$ cat src/rtl/pe_writeback.sv
// Writeback stage behind the butterfly PE: tracks issued butterflies through the PE
// latency, buffers the results with their addresses, and drains them to coefficient memory.
module pe_writeback #(
  parameter int unsigned data_width = 14,
  parameter int unsigned addr_width = 8,
  parameter int unsigned pe_latency = 6,
  parameter int unsigned fifo_depth = 8
) (
  input  logic                  clk,
  input  logic                  rst,
  input  logic                  in_valid,
  input  logic [addr_width-1:0] in_addr_u,
  input  logic [addr_width-1:0] in_addr_v,
  input  logic [data_width-1:0] bf_lower,
  input  logic [data_width-1:0] bf_upper,
  input  logic                  wr_ready,
  output logic                  wr_en,
  output logic [addr_width-1:0] wr_addr_a,
  output logic [data_width-1:0] wr_data_a,
  output logic [addr_width-1:0] wr_addr_b,
  output logic [data_width-1:0] wr_data_b,
  output logic                  issue_stall,
  output logic                  idle,
  output logic                  overflow
);

  // Stage 0 is the live issue; registered stages 1..pe_latency-1 follow it, so the
  // tap lines up with the PE result in the cycle it is pushed.
  localparam int unsigned n_stages = pe_latency - 1;
  localparam int unsigned ptr_w    = $clog2(fifo_depth);
  localparam int unsigned cnt_w    = $clog2(fifo_depth + 1);
  localparam int unsigned infl_w   = $clog2(pe_latency);
  localparam int unsigned sum_w    = $clog2(fifo_depth + pe_latency) + 1;

  typedef struct packed {
    logic [addr_width-1:0] addr_u;
    logic [data_width-1:0] data_u;
    logic [addr_width-1:0] addr_v;
    logic [data_width-1:0] data_v;
  } wb_entry_t;

  logic [n_stages-1:0]   dl_valid;
  logic [addr_width-1:0] dl_addr_u [n_stages];
  logic [addr_width-1:0] dl_addr_v [n_stages];

  wb_entry_t             fifo_mem [fifo_depth];
  logic [ptr_w-1:0]      wr_ptr;
  logic [ptr_w-1:0]      rd_ptr;
  logic [cnt_w-1:0]      count;
  logic [infl_w-1:0]     inflight;

  logic      tap_valid;
  logic      empty;
  logic      full;
  logic      push;
  logic      pop;
  logic      drop;
  wb_entry_t tap_entry;
  wb_entry_t head;

  // Address delay line; addresses only load on a real issue
  always_ff @(posedge clk or negedge rst) begin
    if (!rst) begin
      dl_valid <= '0;
      for (int unsigned i = 0; i < n_stages; i++) begin
        dl_addr_u[i] <= '0;
        dl_addr_v[i] <= '0;
      end
    end else begin
      dl_valid[0] <= in_valid;
      if (in_valid) begin
        dl_addr_u[0] <= in_addr_u;
        dl_addr_v[0] <= in_addr_v;
      end
      for (int unsigned i = 1; i < n_stages; i++) begin
        dl_valid[i]  <= dl_valid[i-1];
        dl_addr_u[i] <= dl_addr_u[i-1];
        dl_addr_v[i] <= dl_addr_v[i-1];
      end
    end
  end

  always_comb begin
    tap_valid        = dl_valid[n_stages-1];
    tap_entry.addr_u = dl_addr_u[n_stages-1];
    tap_entry.data_u = bf_lower;
    tap_entry.addr_v = dl_addr_v[n_stages-1];
    tap_entry.data_v = bf_upper;
  end

  always_comb begin
    inflight = '0;
    for (int unsigned i = 0; i < n_stages; i++) begin
      inflight = inflight + infl_w'(dl_valid[i]);
    end
  end

  // A full FIFO still accepts a push when the head leaves in the same cycle
  always_comb begin
    empty = (count == '0);
    full  = (count == cnt_w'(fifo_depth));
    pop   = !empty && wr_ready;
    push  = tap_valid && (!full || pop);
    drop  = tap_valid && full && !pop;
  end

  always_ff @(posedge clk) begin
    if (push) begin
      fifo_mem[wr_ptr] <= tap_entry;
    end
  end

  always_ff @(posedge clk or negedge rst) begin
    if (!rst) begin
      wr_ptr   <= '0;
      rd_ptr   <= '0;
      count    <= '0;
      overflow <= 1'b0;
    end else begin
      if (push) begin
        wr_ptr <= wr_ptr + ptr_w'(1);
      end
      if (pop) begin
        rd_ptr <= rd_ptr + ptr_w'(1);
      end
      if (push && !pop) begin
        count <= count + cnt_w'(1);
      end else if (pop && !push) begin
        count <= count - cnt_w'(1);
      end
      if (drop) begin
        overflow <= 1'b1;
      end
    end
  end

  // Show-ahead head; fields read zero whenever nothing is buffered
  always_comb begin
    head      = fifo_mem[rd_ptr];
    wr_en     = !empty;
    wr_addr_a = empty ? '0 : head.addr_u;
    wr_data_a = empty ? '0 : head.data_u;
    wr_addr_b = empty ? '0 : head.addr_v;
    wr_data_b = empty ? '0 : head.data_v;
  end

  always_comb begin
    issue_stall = (sum_w'(count) + sum_w'(inflight)) >= sum_w'(fifo_depth - 1);
    idle        = (inflight == '0) && empty;
  end

endmodule

$ cat config.mk
export PLATFORM = sky130hd
export DESIGN_NAME = pe_writeback
export DESIGN_NICKNAME = d
export VERILOG_FILES = /design/src/rtl/pe_writeback.sv
export SDC_FILE = /design/constraint.sdc
export NUM_CORES = 1
export LEC_CHECK = 0
export CAP_MARGIN = 20
export CORE_ASPECT_RATIO = 0.8
export CORE_MARGIN = 5
export CORE_UTILIZATION = 63
export CTS_CLUSTER_DIAMETER = 50
export CTS_CLUSTER_SIZE = 40
export DETAILED_ROUTE_END_ITERATION = 16
export GPL_TIMING_DRIVEN = 0
export PLACE_DENSITY = 0.86
export SLEW_MARGIN = 25
export SYNTH_ARGS = -nofsm -noshare
export SYNTH_HDL_FRONTEND = slang
export SYNTH_SLANG_ARGS = --single-unit
$ cat constraint.sdc
create_clock -name clk -period 15.3 [get_ports clk]
set_clock_uncertainty 0.1 [all_clocks]
set_input_delay 2.295 -clock clk [delete_from_list [all_inputs] [get_ports clk]]
set_output_delay 2.295 -clock clk [all_outputs]
set_load 0.01 [all_outputs]
==> metrics.md <==
| Metric | Value |
|---|---|
| Outcome | `complete, no violations` |
| Final min period | `6.35 ns` |
| IO buf count | `95` |
| Cell taking the most area after synthesis | `edfxtp_1` |
| Syn nets | `775` |
| Yosys Warn Count | `0` |
| GR Overflow Total | `0` |
| Hold Crit Start | `dl_addr_v[11]$_DFF_PN0_` |
| Worst Setup End Kind | `output port` |
| Worst-Margin Slew | `0.934 ns` |
| CP Max Fanout | `3` |
| Vias per inst | `6.46` |
| Crit path kind | `reg -> out` |
| Post-synth cell types | `34` |
| Layout Cells excl Fill | `1258` |
| HPWL after DPL | `22.2 mm` |
| Delay of the slowest critical-path stage | `0.60 ns` |
| Synth Area per Inst | `22.9 µm²` |
| IO Count | `96` |
| Layout cells sized above 1 | `25.8%` |
| Final instance area | `19200 µm²` |
| Initial DRC Count | `901` |
| DR pass1 iterations | `6` |
| Final setup fails | `0` |
| Met3 Use GR | `5.05%` |
| Ranking of synthesized cells by area | `edfxtp_1, dfrtp_1, mux4_2, a22o_1, mux2_2` |
| Die height | `154 µm` |
| TritonCTS Buffers | `29` |
| CP arrival | `3.96 ns` |
| Final worst-path cycle share | `41.5%` |
| #FFs+latches synth | `448` |
| Hold Path Sink | `dl_addr_v[3]$_DFF_PN0_` |
| CP startpoint kind | `register` |
| Slowest-stage cell, CP | `clkdlybuf4s50_1` |
| Fmax | `157 MHz` |
| Hold Path Class | `reg -> reg` |
| Reg-to-reg critical path startpoint | `count[0]$_DFFE_PN0P_` |
| Worst EP required | `12.90 ns` |
| Starting Density | `64.3%` |
| Cells after synthesis | `714` |
| Die area | `29300 µm²` |
| Layout area overhead | `17.6%` |
| Root Driver | `clkbuf_16` |
| Final GP Congestion | `0.763` |
| Post_cts resized | `0` |
| Mapped cell area | `16400 µm²` |
| Clk Latency, worst-skew pair | `0.57 ns` |
| Dominant synthesized flop cell | `edfxtp_1` |
| Setup crit start | `dl_valid[0]$_DFF_PN0_` |
| First-pass GRT wire length | `53.5 mm` |
| Htree depth | `1` |
| Placed Area | `18300 µm²` |
| Drt total wl | `35.5 mm` |
| Die Wd | `190 µm` |
| Vias | `8125` |
| Overall power | `3.68 mW` |
| Most common cell after layout, fill and taps aside | `edfxtp_1` |
| Power per standard cell area | `191 nW/µm²` |
| Routed Antenna Nets | `0` |
| Initial antenna violation count | `2` |
| Top Usage Layer GRT | `met2` |
| Critical Path, Cell by Cell | `inv_1 > fa_1 > fa_1 > inv_1 > ha_1 > inv_1 > fa_1 > nor2b_1 > a21oi_1 > o311ai_0 > clkdlybuf4s50_1` |
| Max cap viols | `0` |
| Reg2Reg Setup Slack | `11.90 ns` |
| Buf/Inv on CP | `4` |
| WL/cell | `28.2 µm` |
| Hold-fix buffers, CTS | `0` |
| Num rows | `52` |
| GRT Total Usage | `24.7%` |
| Setup tns final | `0 ns` |
| CP top delay family | `adder cells` |
| Worst Hold Path Cells | `0` |
| Area share of the largest cell type after synthesis | `64.6%` |
| Reg2reg end | `count[3]$_DFFE_PN0P_` |
| Final max-slew violation count | `0` |
| M2 GR Usage | `42.1%` |
| Nets | `945` |
| Leak | `6.66 nW` |
| TritonCTS Sinks | `448` |
| Remaining DRCs | `0` |
| RSZ-0062 raised after global routing | `no` |
| Worst relative slew slack | `37.4%` |
| Post-CTS setup buffers | `0` |
| FF-to-FF path depth | `9` |
| Vias in the first global route | `8427` |
| Largest net degree at the start of global routing | `71` |
| Ys async rst share | `21.4%` |
| Seq/Total Area, Yosys | `79.3%` |
| Worst vdd ir | `0.000105 V` |
| Core area | `25400 µm²` |
| Placed insts | `1204` |
| CTS tree | `yes` |
| Bufs on Longest Clock Path | `3` |
| Met1 usage | `33.0%` |
| Number of enable flip-flop cells after synthesis | `352` |
| Clock-pin slew on the worst setup and hold paths | `0.09 ns` |
| Final Hold Fails | `0` |
| Commonest non-fill, non-tap cells in the layout | `edfxtp_1, dfrtp_1, clkdlybuf4s50_1, mux4_2, a22o_1` |
[power breakdown]
part / switching (mW) / internal, mW / leakage (nW)
clock: 0.429 / 0.390 / 0.474
combinational: 0.650 / 0.642 / 1.87
sequential: 0.0734 / 1.50 / 4.32
total: 1.15 / 2.53 / 6.66
[worst max path at each step]
stage                                      endpoint  cells past startpoint
after CTS                               issue_stall                     11
after global placement    fifo_mem[0][31]$_DFFE_PP_                      4
after detailed placement                issue_stall                     11
after global routing                    issue_stall                     11
after floorplan            fifo_mem[0][0]$_DFFE_PP_                      3
final                                   issue_stall                     11
[sequential cells by signal, indices dropped and copies added, names as in the netlist]
signal and flops:
fifo_mem 352, dl_valid 5, count 4, dl_addr_v 40, wr_ptr 3, rd_ptr 3
overflow 1, dl_addr_u 40
[metrics by stage]
step | setup WS, ns | util (%) | hold WS (ns)
after floorplan | 7.88 | - | 0.231
after global placement | 3.39 | 69.8 | 0.232
after detailed placement | 9.58 | 71.8 | 0.235
after CTS | 8.94 | 75.6 | 0.248
after global routing | 8.77 | 75.7 | 0.251
final | 8.95 | 75.7 | 0.243
[synthesized netlist by cell type, types with 5 or more instances]
cell	count
a22o_1	44
ha_1	9
xnor2_1	6
edfxtp_1	352
clkbuf_1	10
buf_2	12
nor3_1	5
nand2_1	5
buf_6	10
mux2_2	19
inv_1	16
dfrtp_1	96
mux4_2	88
[layout make-up]
type                       count  area, µm²
sequential                   448      13000
fill                        1309       6190
multi-input combinational    216       3160
timing repair buffer         139       1420
clock buffer                  32        737
tap                          351        439
clock inverter                21        243
buffer                        34        221
inverter                      16       60.1
antenna                        1       2.50
[cell families (layout without fill, tap and decap cells)]
logic type / after synthesis / after routing / share of synthesized area (%)
AO/OA/AOI/OAI: 59 / 59 / 3.01
other: 0 / 1 / 0
multiplexers: 108 / 108 / 13.5
buffers and inverters: 50 / 242 / 1.72
adder cells (fa/ha/maj): 13 / 13 / 1.18
XOR/XNOR: 6 / 6 / 0.321
AND/OR/NAND/NOR: 30 / 30 / 1.00
flip-flops: 448 / 448 / 79.3
[worst register-to-register path, delay by kind of cell (launching register included)]
kind                       cells  cell delay [ns]
AOI/OAI and AO/OA              3             0.72
adders and majority gates      2             0.63
buffers and inverters          2             0.30
DFF                            1             0.49
and+or+nand+nor                2             1.07
[layer usage]
layer,up-vias,wire (µm)
met3,99,2730
met2,462,18600
met5,-,13
li1,3268,-
met4,2,1110
met1,4294,13000
Power figures use the tool's default switching activity.
